==> src/rtl/wb_port_arbiter_pkg.sv <==
// Shared definitions for the writeback port arbiter: register file geometry,
// load funct3 encodings and the ALU skid-FIFO entry layout.
package wb_port_arbiter_pkg;

  localparam int XLEN       = 32;
  localparam int REG_ADDR_W = 5;

  localparam logic [2:0] F3_LB  = 3'b000;
  localparam logic [2:0] F3_LH  = 3'b001;
  localparam logic [2:0] F3_LW  = 3'b010;
  localparam logic [2:0] F3_LBU = 3'b100;
  localparam logic [2:0] F3_LHU = 3'b101;

  typedef struct packed {
    logic [REG_ADDR_W-1:0] rd;
    logic [XLEN-1:0]       data;
  } wb_entry_t;

endpackage

==> src/rtl/wb_skid_fifo.sv <==
// Small ALU writeback skid FIFO. Pointers wrap naturally because DEPTH is a
// power of two; the entry storage itself is never reset.
module wb_skid_fifo
  import wb_port_arbiter_pkg::*;
#(
  parameter int DEPTH = 2,
  localparam int PTR_W = (DEPTH > 1) ? $clog2(DEPTH) : 1,
  localparam int CNT_W = $clog2(DEPTH) + 1
) (
  input  logic             clk,
  input  logic             rst,
  input  logic             push,
  input  logic             pop,
  input  wb_entry_t        din,
  output wb_entry_t        dout,
  output logic             full,
  output logic             empty,
  output logic [CNT_W-1:0] count
);

  wb_entry_t        mem [DEPTH];
  logic [PTR_W-1:0] wr_ptr;
  logic [PTR_W-1:0] rd_ptr;
  logic             do_push;
  logic             do_pop;

  // Status flags and guarded push/pop; head entry is always visible.
  always_comb begin
    full    = (count == CNT_W'(DEPTH));
    empty   = (count == '0);
    do_push = push & ~full;
    do_pop  = pop & ~empty;
    dout    = mem[rd_ptr];
  end

  // Pointer and occupancy bookkeeping.
  always_ff @(posedge clk or posedge rst) begin
    if (rst) begin
      wr_ptr <= '0;
      rd_ptr <= '0;
      count  <= '0;
    end else begin
      if (do_push) wr_ptr <= wr_ptr + 1'b1;
      if (do_pop)  rd_ptr <= rd_ptr + 1'b1;
      case ({do_push, do_pop})
        2'b10:   count <= count + 1'b1;
        2'b01:   count <= count - 1'b1;
        default: count <= count;
      endcase
    end
  end

  // Entry storage write.
  always_ff @(posedge clk) begin
    if (do_push) mem[wr_ptr] <= din;
  end

endmodule

==> src/rtl/wb_port_arbiter.sv <==
// Writeback arbiter: merges load returns and buffered ALU results onto one
// register-file write port, with a pending-load scoreboard for decode hazards.
module wb_port_arbiter
  import wb_port_arbiter_pkg::*;
#(
  parameter int DEPTH = 2
) (
  input  logic                  clk,
  input  logic                  rst,
  input  logic                  alu_valid,
  output logic                  alu_ready,
  input  logic [REG_ADDR_W-1:0] alu_rd,
  input  logic [XLEN-1:0]       alu_data,
  input  logic                  ld_valid,
  output logic                  ld_ready,
  input  logic [REG_ADDR_W-1:0] ld_rd,
  input  logic [XLEN-1:0]       ld_data,
  input  logic [2:0]            ld_funct3,
  input  logic                  ld_issue,
  input  logic [REG_ADDR_W-1:0] ld_issue_rd,
  input  logic [REG_ADDR_W-1:0] rs1,
  input  logic [REG_ADDR_W-1:0] rs2,
  output logic                  rs1_busy,
  output logic                  rs2_busy,
  output logic                  rf_we,
  output logic [REG_ADDR_W-1:0] rf_waddr,
  output logic [XLEN-1:0]       rf_wdata,
  output logic [2:0]            rf_funct3,
  output logic                  err
);

  localparam int CNT_W = $clog2(DEPTH) + 1;

  logic             rdy_en;
  logic             fifo_full;
  logic             fifo_empty;
  logic [CNT_W-1:0] fifo_count;
  wb_entry_t        fifo_head;
  wb_entry_t        fifo_din;
  logic             fifo_push;
  logic             fifo_pop;
  logic             ld_grant;
  logic             win_any;
  logic [REG_ADDR_W-1:0] win_rd;
  logic [XLEN-1:0]  win_data;
  logic [2:0]       win_f3;
  logic [31:0]      busy;
  logic [31:0]      set_vec;
  logic [31:0]      clr_vec;
  logic             err_issue;
  logic             err_grant;

  wb_skid_fifo #(.DEPTH(DEPTH)) u_fifo (
    .clk   (clk),
    .rst   (rst),
    .push  (fifo_push),
    .pop   (fifo_pop),
    .din   (fifo_din),
    .dout  (fifo_head),
    .full  (fifo_full),
    .empty (fifo_empty),
    .count (fifo_count)
  );

  // Readies stay low through reset and rise on the first edge after it.
  always_ff @(posedge clk or posedge rst) begin
    if (rst) rdy_en <= 1'b0;
    else     rdy_en <= 1'b1;
  end

  // Arbitration: a load wins whenever it can be accepted, otherwise the FIFO head.
  always_comb begin
    alu_ready = rdy_en & ~fifo_full;
    ld_ready  = rdy_en & ~fifo_full;
    fifo_push = alu_valid & alu_ready;
    fifo_din  = '{rd: alu_rd, data: alu_data};
    ld_grant  = ld_valid & ld_ready;
    fifo_pop  = rdy_en & ~ld_grant & ~fifo_empty;
    win_any   = ld_grant | fifo_pop;
    win_rd    = ld_grant ? ld_rd     : fifo_head.rd;
    win_data  = ld_grant ? ld_data   : fifo_head.data;
    win_f3    = ld_grant ? ld_funct3 : F3_LW;
  end

  // Register the winner onto the register-file write port; x0 writes are dropped.
  always_ff @(posedge clk or posedge rst) begin
    if (rst) begin
      rf_we     <= 1'b0;
      rf_waddr  <= '0;
      rf_wdata  <= '0;
      rf_funct3 <= '0;
    end else begin
      rf_we <= win_any & (win_rd != '0);
      if (win_any) begin
        rf_waddr  <= win_rd;
        rf_wdata  <= win_data;
        rf_funct3 <= win_f3;
      end
    end
  end

  // Scoreboard set/clear vectors and protocol-error conditions.
  always_comb begin
    set_vec   = '0;
    clr_vec   = '0;
    if (ld_issue && ld_issue_rd != '0) set_vec = 32'd1 << ld_issue_rd;
    if (ld_grant && ld_rd != '0)       clr_vec = 32'd1 << ld_rd;
    err_issue = ld_issue & (ld_issue_rd != '0) & busy[ld_issue_rd] & ~clr_vec[ld_issue_rd];
    err_grant = ld_grant & (ld_rd != '0) & ~busy[ld_rd];
  end

  // Pending-load scoreboard (set beats clear) and sticky error flag.
  always_ff @(posedge clk or posedge rst) begin
    if (rst) begin
      busy <= '0;
      err  <= 1'b0;
    end else begin
      busy <= (busy & ~clr_vec) | set_vec;
      err  <= err | err_issue | err_grant;
    end
  end

  // Decode hazard query, including a load return that is waiting this cycle.
  always_comb begin
    rs1_busy = (rs1 != '0) & (busy[rs1] | (ld_valid & (ld_rd == rs1) & ~ld_grant));
    rs2_busy = (rs2 != '0) & (busy[rs2] | (ld_valid & (ld_rd == rs2) & ~ld_grant));
  end

  a_count_bound: assert property (@(posedge clk) disable iff (rst) fifo_count <= CNT_W'(DEPTH));

endmodule
==> config.mk <==
export PLATFORM = sky130hd
export DESIGN_NAME = wb_port_arbiter
export DESIGN_NICKNAME = d
export VERILOG_FILES = /design/src/rtl/wb_port_arbiter_pkg.sv /design/src/rtl/wb_skid_fifo.sv /design/src/rtl/wb_port_arbiter.sv
export SDC_FILE = /design/constraint.sdc
export NUM_CORES = 1
export LEC_CHECK = 0
export ABC_CLOCK_PERIOD_IN_PS = 2800
export CORE_AREA = 2 2 102 202
export CTS_CLUSTER_DIAMETER = 120
export DETAILED_ROUTE_END_ITERATION = 7
export DIE_AREA = 0 0 104 204
export GPL_TIMING_DRIVEN = 0
export PLACE_DENSITY = 0.65
export SYNTH_ARGS = -nofsm -noshare
export SYNTH_HDL_FRONTEND = slang
export SYNTH_HIERARCHICAL = 1
export SYNTH_SLANG_ARGS = --single-unit
==> constraint.sdc <==
create_clock -name clk -period 2.8 [get_ports clk]
set_input_delay 0.28 -clock clk [delete_from_list [all_inputs] [get_ports clk]]
set_output_delay 0.28 -clock clk [all_outputs]
set_load 0.01 [all_outputs]
# --- Word-level counts from Yosys, hierarchy flattened ---
# Memory sizes are Yosys's and may differ from the RTL's.
# Cells that the tools add are included.
word_totals:
  ff_bits: 79
  ram_bits: 74
  in_bits: 97
  word_cells: 85
  mem_count: 1
mem_list:
  columns: ["memory", "words", "word_bits", "read_ports", "rd_clocked_by_memory_dff", "write_ports", "line", "text"]
  rows:
  - ["u_fifo.mem", 2, 37, 1, 0, 1, "wb_skid_fifo.sv:21", "wb_entry_t mem [DEPTH];"]
op_classes:
  addsub: 4
  magnitude_cmp: 4
  n_eq_ne: 5
  shifts: 2
  muxes: 18
  n_bitwise: 32
  reduce_logical: 9
op_table:
  columns: ["op", "count"]
  rows:
  - ["32-bit two-way mux", 3]
  - ["1-bit by 5-bit left shift with 32-bit output, first input constant", 2]
  - ["32-bit AND", 1]
  - ["32-bit NOT", 1]
  - ["32-bit OR", 1]
  - ["1-bit binary-select mux with 5-bit select", 5]
  - ["5-bit nonzero test", 5]
  - ["5-bit by 6-bit less-than comparator with 1-bit output, second input constant", 4]
  - ["1-bit AND", 19]
  - ["5-bit == test", 2]
  - ["1-bit two-way mux", 7]
  - ["5-bit two-way mux", 1]
  - ["1-bit NOT", 5]
  - ["1-bit OR", 5]
  - ["2-bit == test, second input constant", 2]
  - ["2-bit one-hot mux with 2 select lines", 1]
  - ["3-bit two-way mux", 1]
  - ["1-bit adder, second input constant", 2]
  - ["2-bit by 1-bit adder with 2-bit output, second input constant", 1]
  - ["2-bit by 1-bit == test with 1-bit output, second input constant", 1]
  - ["1-bit logical AND", 2]
  - ["2-bit zero test", 1]
  - ["2-bit nonzero test", 1]
  - ["2-bit by 1-bit subtractor with 2-bit output, second input constant", 1]

# --- Depth between registers and ports, before layout ---
# Gate-level depths: netlist of the first run.
logic_depth:
  ltp_word: 12
  mapped_depth: 12

# --- Hierarchy ---
# Netlist of the first run, hierarchy kept.
modules_own_cells:
  columns: ["mod", "instances", "cells_each", "area_per_inst_um2", "seq_area_each_um2"]
  rows:
  - ["wb_port_arbiter", 1, 464, 4763.3, 1876.8]
  - ["wb_skid_fifo", 1, 134, 2952.8, 2322.2]

# --- Least setup slack after synthesis of the first run ---
# No wires, ideal clock.
synth_timing:
  path_kind: "register to register"
  from: "register u_fifo.count[0]"
  to: "memory u_fifo/mem[0][0] (netlist bit), enable pin"
  arrival_ps: 2689
  t_required_ps: 2369
  setup_slack_ps: -320
  stages_incl_launch_ff: 7
  path_buffers: 0
  cell_sequence: "dfrtp_1 nand2b_1 inv_1 nor2b_1 and2_1 nand2_1 nor2_1"
synth_between:
  elab_chain_cells: 7
synth_rtl:
  columns: ["item", "line", "text"]
  rows:
  - ["start, declared", "wb_skid_fifo.sv:18", "output logic [CNT_W-1:0] count"]
  - ["start signal, assigned", "wb_skid_fifo.sv:46", "2'b10: count <= count + 1'b1;"]
  - ["start signal, assigned", "wb_skid_fifo.sv:47", "2'b01: count <= count - 1'b1;"]
  - ["start signal, assigned", "wb_skid_fifo.sv:48", "default: count <= count;"]
  - ["2-bit == test", "wb_skid_fifo.sv:29", "full = (count == CNT_W'(DEPTH));"]
  - ["via fifo_full", "wb_port_arbiter.sv:35", "logic fifo_full;"]
  - ["1-bit NOT", "wb_port_arbiter.sv:73", "alu_ready = rdy_en & ~fifo_full;"]
  - ["1-bit AND", "wb_port_arbiter.sv:73", null]
  - ["via alu_ready", "wb_port_arbiter.sv:11", "output logic alu_ready,"]
  - ["1-bit AND", "wb_port_arbiter.sv:75", "fifo_push = alu_valid & alu_ready;"]
  - ["via fifo_push", "wb_port_arbiter.sv:40", "logic fifo_push;"]
  - ["1-bit AND", "wb_skid_fifo.sv:31", "do_push = push & ~full;"]
  - ["1-bit two-way mux", "wb_skid_fifo.sv:55", "if (do_push) mem[wr_ptr] <= din;"]
  - ["1-bit two-way mux (not written as such)", "wb_skid_fifo.sv:55", null]
  - ["end, declared", "wb_skid_fifo.sv:21", null]
# The timed path passes the listed nets, and every way through them passes these cells.

# --- Worst setup path after layout of the first run ---
layout_timing:
  from: "register busy[19]"
  to: "output port rs2_busy"
layout_between:
  elab_chain_cells: 4
layout_rtl:
  columns: ["item", "line", "text"]
  rows:
  - ["start, declared", "wb_port_arbiter.sv:47", "logic [31:0] busy;"]
  - ["start signal, assigned", "wb_port_arbiter.sv:118", "busy <= (busy & ~clr_vec) | set_vec;"]
  - ["1-bit binary-select mux with 5-bit select", "wb_port_arbiter.sv:126", "rs2_busy = (rs2 != '0) & (busy[rs2] | (ld_valid & (ld_rd == rs2) & ~ld_grant));"]
  - ["1-bit two-way mux (not written as such)", "wb_port_arbiter.sv:126", null]
  - ["1-bit OR", "wb_port_arbiter.sv:126", null]
  - ["1-bit AND", "wb_port_arbiter.sv:126", null]
  - ["end, declared", "wb_port_arbiter.sv:24", "output logic rs2_busy,"]
# No other way between the ends. The select of a mux whose other input is x is not followed.

==> results of run 1 <==
-- logic make-up after synthesis --
kind of cell	synth area share, %
AO/OA/AOI/OAI	9.50
other	0.0486
flip-flops	54.4
buffers and inverters	3.19
multiplexers	21.4
adder cells (fa/ha/maj)	0.162
AND/OR/NAND/NOR	9.23
XOR/XNOR	2.04
-- stage by stage --
stage / hold slack (ns) / worst slack [ns] / cells
after floorplan: 0.0461 / 0.290 / 598
after global placement: 0.480 / -0.909 / 993
after detailed placement: 0.480 / -0.570 / 996
after CTS: 0.181 / 0.0117 / 1028
after global routing: 0.196 / 0.0215 / 1031
final: 0.172 / 0.0547 / 1031
-- worst min-delay path by stage --
stage / endpoint / startpoint / slack [ns] / depth (start not counted)
final: u_fifo/wr_ptr$_DFFE_PP0P_ / rst / 0.17 / 2
after global routing: u_fifo/wr_ptr$_DFFE_PP0P_ / rst / 0.20 / 2
after CTS: u_fifo/wr_ptr$_DFFE_PP0P_ / rst / 0.18 / 2
after detailed placement: u_fifo/count[1]$_DFFE_PP0P_ / u_fifo/count[1]$_DFFE_PP0P_ / 0.48 / 1
after global placement: u_fifo/count[1]$_DFFE_PP0P_ / u_fifo/count[1]$_DFFE_PP0P_ / 0.48 / 1
after floorplan: u_fifo/count[0]$_DFFE_PP0P_ / rst / 0.05 / 1
-- cell usage in the layout (no fill, tap or decap), drive strengths merged, types with 28 or more instances in the layout --
master / instances
mux2i: 42
dfrtp: 79
edfxtp: 74
mux2: 38
o21ai: 90
nand2: 59
clkbuf: 39
mux4: 32
buf: 28
clkdlybuf4s50: 129
-- sequential cells by signal (all words and copies together) (netlist names) --
register,flops
u_fifo/mem,74
busy,32
rf_wdata,32
rf_waddr,5
rf_funct3,3
u_fifo/count,2
err,1
rdy_en,1
rf_we,1
u_fifo/rd_ptr,1
u_fifo/wr_ptr,1
-- layer usage --
layer  global-route usage, %  vias to the layer above
li1                        -                     2566
met1                    21.4                     2872
met3                    3.25                       95
met2                    42.3                      279
met5                       0                        -
met4                    18.3                        0
-- worst reg2reg max path: cells and delay by family (launching register included) --
kind          cells  cell delay [ns]
buf+inv           4             0.82
fa+ha+maj         1             0.21
xor+xnor          2             0.28
flops             1             0.41
simple gates      5             0.74
-- layout make-up --
| cell class | count | area, um2 | share of cell area [%] |
|---|---|---|---|
| multi-input combinational | 397 | 3300 | 32.6 |
| timing repair buffer | 137 | 1400 | 13.9 |
| inverter | 6 | 25.0 | 0.247 |
| tap | 262 | 328 | 3.24 |
| clock buffer | 21 | 504 | 4.99 |
| antenna | 2 | 5.00 | 0.0495 |
| clock inverter | 11 | 106 | 1.05 |
| sequential | 153 | 4210 | 41.6 |
| buffer | 42 | 235 | 2.33 |
-- power by group through the flow --
stage | registers, W | clock network, W | logic (W)
2_1_floorplan | 0.00342 | 0 | 0.00169
3_3_place_gp | 0.00341 | 0 | 0.00301
3_5_place_dp | 0.00344 | 0 | 0.00310
4_1_cts | 0.00340 | 0.00238 | 0.00311
5_1_grt | 0.00348 | 0.00246 | 0.00331
6_report | 0.00341 | 0.00233 | 0.00309
-- timing repair --
| item | in CTS | in global routing |
|---|---|---|
| setup endpoints to repair | 2 | 4 |
| hold endpoints to repair | 0 | 0 |
| buffers inserted | 0 | 1 |
| pin swaps | 0 | 0 |
| gates resized for setup | 12 | 11 |
==> impl_metrics.py, run 1 <==
metrics = {
    "outcome": {
        "status": "finished, final reports clean",
    },
    "logic_synthesis": {
        "synth_area_um2": 7720,
        "netlist_top_cells_count": "dfrtp_1, edfxtp_1, nand2_1, o21ai_1, mux2i_1",
        "yosys_warnings": 6,
        "yosysMostFrequentCell": "dfrtp_1",
        "synth_edf_count": 74,
        "synth_top_cell_area_share_pct": 28.8,
        "synth_seq_cells": 153,
        "synth_area_leaders": "edfxtp_1, dfrtp_1, mux4_2, mux2i_1, mux2_4",
        "synthArstFlopShare_pct": 51.6,
        "syn_area_per_cell_um2": 12.9,
        "postSynthCellCount": 598,
        "ys_types": 60,
        "postSynthNetCount": 696,
        "ys_seq_area_share_pct": 54.4,
        "yosys_most_used_dff": "dfrtp_1",
        "synth_top_cell_by_area": "edfxtp_1",
    },
    "floorplan": {
        "core-area_um2": 19700,
        "die_area_um2": 21200,
        "start_util_pct": 39.1,
        "die_w_um": 104,
        "num_rows": 73,
        "io_pins": 143,
        "dieHeight_um": 204,
    },
    "worst_setup_path": {
        "r2r-start": "u_fifo/count[0]$_DFFE_PP0P_",
        "crit_slowest_cell": "mux4_2",
        "cp_common_cell": "mux4_2",
        "worstReg2RegEnd": "u_fifo/count[1]$_DFFE_PP0P_",
        "crit_buf_inv": 1,
        "critPathArrivalTime_ns": 2.47,
        "cp-endpoint": "rs2_busy",
        "cp-end-kind": "output port",
        "worstPathCellList": "mux4_2 -> mux4_2 -> nand2b_4 -> o211ai_2 -> o41ai_2 -> clkdlybuf4s15_1",
        "path_max_fanout": 5,
        "cp_top_family": "multiplexers",
        "worstRegToRegCells": 12,
        "path_class": "flop to output port",
        "critPathRequiredTime_ns": 2.52,
        "critPathLaunchType": "flop",
        "rrSetupSlack_ns": 0.25,
        "cpPeakStageDelay_ns": 0.52,
        "crit_cells": 6,
        "setup.worst_path.start": "busy[19]$_DFF_PP0_",
    },
    "timing": {
        "rsz0062_at_grt": "no",
        "max_freq_mhz": 364,
        "tightest_slew_ns": 0.695,
        "setup_viol": 0,
        "maxSlewHeadroom_pct": 53.7,
        "min_period_ns": 2.75,
        "drv_slew": 0,
        "skew_ns": 0.00905,
        "fin_setup_tns_ns": 0,
        "hold_viol": 0,
        "finalCritPeriodShare_pct": 98.0,
    },
    "cells_and_area": {
        "synthToLayoutAreaGrowth_pct": 31.1,
        "final_area_um2": 10100,
        "final_util_pct": 51.3,
        "drive_above_1_share_pct": 18.5,
        "layout.nets": 852,
        "n_fill_cell": 1788,
    },
    "clocking": {
        "cts.clk_slew.worst_paths_ns": 0.07,
        "ctsHoldBuffers": 0,
        "clock_path_buffers": 2,
        "htreeDepth": 4,
        "cts_buffers": 17,
        "cts_sinks": 153,
        "cts-root-buf": "clkbuf_16",
        "insertion_delay_ns": 0.42,
        "cts_tree": "built",
    },
    "route": {
        "vias": 5812,
        "drtAntennaViolNets": 0,
        "drt_wl_total_um": 23500,
        "route.met2.wl_um": 13200,
        "routed.top_layer": "met4",
        "drt_iter0_drc": 363,
        "wl_met1_um": 7500,
        "wl_per_cell_um": 22.8,
        "drc_errors": 0,
        "met3_length_um": 999,
        "drtPass1Iterations": 5,
        "via_per_inst": 5.64,
    },
    "pwr": {
        "swShare_pct": 31.5,
        "seqPwrFrac_pct": 38.7,
        "vdd_drop_max_mv": 0.644,
        "p_leak_nw": 3.84,
        "combPwrFrac_pct": 35.0,
        "intPower_w": 0.00605,
        "power_switching_w": 0.00278,
        "total_power_w": 0.00883,
        "clkPwrFrac_pct": 26.3,
        "pwr_density_cell_nw_per_um2": 874,
    },
    "global_route": {
        "track_usage_pct": 22.5,
        "grt_max_degree": 66,
        "antenna_found_initial": 2,
        "gr-total-overflow": 0,
        "grt_pass1_wl_um": 35800,
        "grt_pass1_vias": 6237,
    },
    "placed_design": {
        "post_dp_cell_area_um2": 9450,
        "port_buffers": 133,
        "dp_hpwl_um": 17900,
        "gp_congestion": 1.06,
    },
    "hold_path": {
        "hold_path_class": "input port to asynchronous set/reset pin",
    },
    "job": {
        "max_cap_viol_count": 0,
    },
}
Power figures use the tool's default switching activity.
==> inputs of run 2 (changes only) <==
Settings changed: TNS_END_PERCENT from default to 50.
==> results of run 2 <==
Same layout as run 1: the final DEF is identical, and so are final timing and power.
==> inputs of run 3 (changes only) <==
Settings changed: PLACE_DENSITY 0.65 to default, PLACE_DENSITY_LB_ADDON from default to 0.12.
==> run 3 against run 2 <==
Compared with the run above: clock skew is 0.0026 ns higher; routed wire length fell by 0.60%; worst setup slack worse by 0.0034 ns; core utilization decreased by 0.27 points; maximum frequency is 0.12% lower; critical path type is now input port to output port; cell count down 0.19%; first-iteration DRC count decreased by 24%; non-clock buffer count decreased by 1; sequential power about the same; sequential share of layout area increased by 0.22 points; critical endpoint unchanged; worst hold slack lost 0.022 ns; cell area down 0.52%.
==> impl_metrics.py, run 3 (synthesis gave the netlist of run 1 again) <==
metrics = {
    "route": {
        "drtAntennaViolNets": 0,
        "drc_errors": 0,
        "drtPass1Iterations": 5,
        "drt_iter0_drc": 277,
        "wl_per_cell_um": 22.7,
        "via_per_inst": 5.54,
        "vias": 5698,
        "drt_wl_total_um": 23300,
    },
    "pwr": {
        "vdd_drop_max_mv": 0.568,
        "total_power_w": 0.00876,
        "clkPwrFrac_pct": 26.0,
        "power_switching_w": 0.00277,
        "swShare_pct": 31.6,
        "combPwrFrac_pct": 35.2,
        "intPower_w": 0.00599,
        "pwr_density_cell_nw_per_um2": 871,
        "seqPwrFrac_pct": 38.8,
        "p_leak_nw": 3.80,
    },
    "global_route": {
        "grt_pass1_wl_um": 35800,
        "grt_max_degree": 50,
        "gr-total-overflow": 0,
        "track_usage_pct": 22.5,
        "grt_pass1_vias": 6392,
        "antenna_found_initial": 1,
    },
    "placed_design": {
        "gp_congestion": 1.01,
        "dp_hpwl_um": 17700,
        "place_inst": 996,
        "post_dp_cell_area_um2": 9450,
        "port_buffers": 133,
        "dp_slack_ns": -0.520,
    },
    "cells_and_area": {
        "reg_top3": "u_fifo/mem (74), busy (32), rf_wdata (32)",
        "drive_above_1_share_pct": 17.9,
        "final_cells": 1029,
        "mostFrequentLayoutCells": "clkdlybuf4s50_1, edfxtp_1, dfrtp_1",
        "synthToLayoutAreaGrowth_pct": 30.4,
        "n_fill_cell": 1833,
        "final_area_um2": 10100,
        "regMostFlops": "u_fifo/mem",
        "layout.nets": 851,
        "final_common_cell": "clkdlybuf4s50_1",
        "largest_reg_flops": 74,
    },
    "timing": {
        "hold_viol": 0,
        "min_period_ns": 2.75,
        "fin_setup_tns_ns": 0,
        "skew_ns": 0.0117,
        "layout_setup_ws_ns": 0.0513,
        "setup_viol": 0,
        "finalCritPeriodShare_pct": 98.2,
        "max_freq_mhz": 364,
        "maxSlewHeadroom_pct": 55.5,
        "rsz0062_at_grt": "no",
        "drv_slew": 0,
        "tightest_slew_ns": 0.668,
    },
    "floorplan": {
        "start_util_pct": 39.1,
        "core-area_um2": 19700,
        "die_area_um2": 21200,
        "die_w_um": 104,
        "io_pins": 143,
        "num_rows": 73,
        "dieHeight_um": 204,
    },
    "worst_setup_path": {
        "path_max_fanout": 10,
        "cpPeakStageDelay_ns": 0.65,
        "worstPathCellList": "clkdlybuf4s50_1 -> clkbuf_2 -> clkbuf_2 -> xnor2_1 -> nand4_1 -> o41ai_1 -> clkdlybuf4s15_1",
        "critPathLaunchType": "input port",
        "critPathArrivalTime_ns": 2.47,
        "path_class": "input port to output port",
        "cp_common_cell": "clkbuf_2",
        "critPathRequiredTime_ns": 2.52,
        "crit_slowest_cell": "clkdlybuf4s50_1",
        "rrSetupSlack_ns": 0.22,
        "cp-end-kind": "output port",
    },
    "clocking": {
        "cts_tree": "built",
        "clock_path_buffers": 2,
        "htreeDepth": 4,
        "cts_buffers": 17,
        "cts_sinks": 153,
        "insertion_delay_ns": 0.42,
        "cts.clk_slew.worst_paths_ns": 0.06,
        "cts-root-buf": "clkbuf_16",
        "ctsHoldBuffers": 0,
    },
    "outcome": {
        "status": "finished, final reports clean",
    },
    "job": {
        "max_cap_viol_count": 0,
    },
    "hold_path": {
        "hold_path_class": "input port to asynchronous set/reset pin",
    },
}
-- run 3: cell count changes in the layout (fill, tap and decap cells not counted), sizes merged --
cell and change:
clkinvlp +2, clkbuf -3, inv -1, bufinv +1, diode -1, dlygate4sd2 -1
clkdlybuf4s50 +1
-- run 3: per-layer routing --
metal	vias to the layer above	part of all wire (%)	track usage, %
met3	74	4.6	4.05
met5	-	0	0
met2	235	56	42.9
li1	2565	-	-
met4	0	6.7	16.4
met1	2824	33	21.1
-- run 3: power groups by stage --
stage / logic (W) / clock network (W) / registers (W)
floorplan: 0.00169 / 0 / 0.00342
global placement: 0.00304 / 0 / 0.00341
detailed placement: 0.00311 / 0 / 0.00343
CTS: 0.00312 / 0.00232 / 0.00339
global route: 0.00331 / 0.00241 / 0.00347
finish: 0.00309 / 0.00228 / 0.00340
-- run 3: per-stage QoR --
step                      utilization (%)  hold slack (ns)
after detailed placement             47.9            0.483
after floorplan                         -           0.0461
after global routing                 51.0            0.166
final                                51.0            0.150
after global placement               47.5            0.481
after CTS                            50.9            0.137
-- run 3: worst paths after layout --
kind | cells past startpoint | end | from
worst min register to register | 1 | u_fifo/count[1]$_DFFE_PP0P_ | u_fifo/count[1]$_DFFE_PP0P_
max in group asynchronous | 3 | busy[24]$_DFF_PP0_ | rst
min in group clk | 3 | busy[24]$_DFF_PP0_ | ld_issue_rd[1]
worst max-delay path | 7 | rs2_busy | ld_rd[2]
worst max register to register | 11 | u_fifo/count[1]$_DFFE_PP0P_ | u_fifo/count[0]$_DFFE_PP0P_
worst min-delay path | 2 | u_fifo/count[0]$_DFFE_PP0P_ | rst
-- run 3: final cells by class --
cell class	instances	area [um2]	area share, %
Sequential cell	153	4210	41.8
Clock inverter	13	143	1.42
Timing Repair Buffer	136	1400	13.9
Buffer	42	230	2.29
Antenna cell	1	2.50	0.0249
Multi-Input combinational cell	397	3290	32.7
Inverter	6	25.0	0.249
Tap cell	262	328	3.26
Clock buffer	19	443	4.40
-- run 3: what timing repair did --
item                                    4_1_cts  5_1_grt
buffers inserted                              0        0
gates resized for setup                      10        7
endpoints found under the setup margin        3        1
-- run 3: critical path: cells and delay by family --
| kind | cells | cell delay (ns) |
|---|---|---|
| xor+xnor | 1 | 0.16 |
| buf+inv | 4 | 1.59 |
| simple gates | 1 | 0.11 |
| compound gates | 1 | 0.32 |
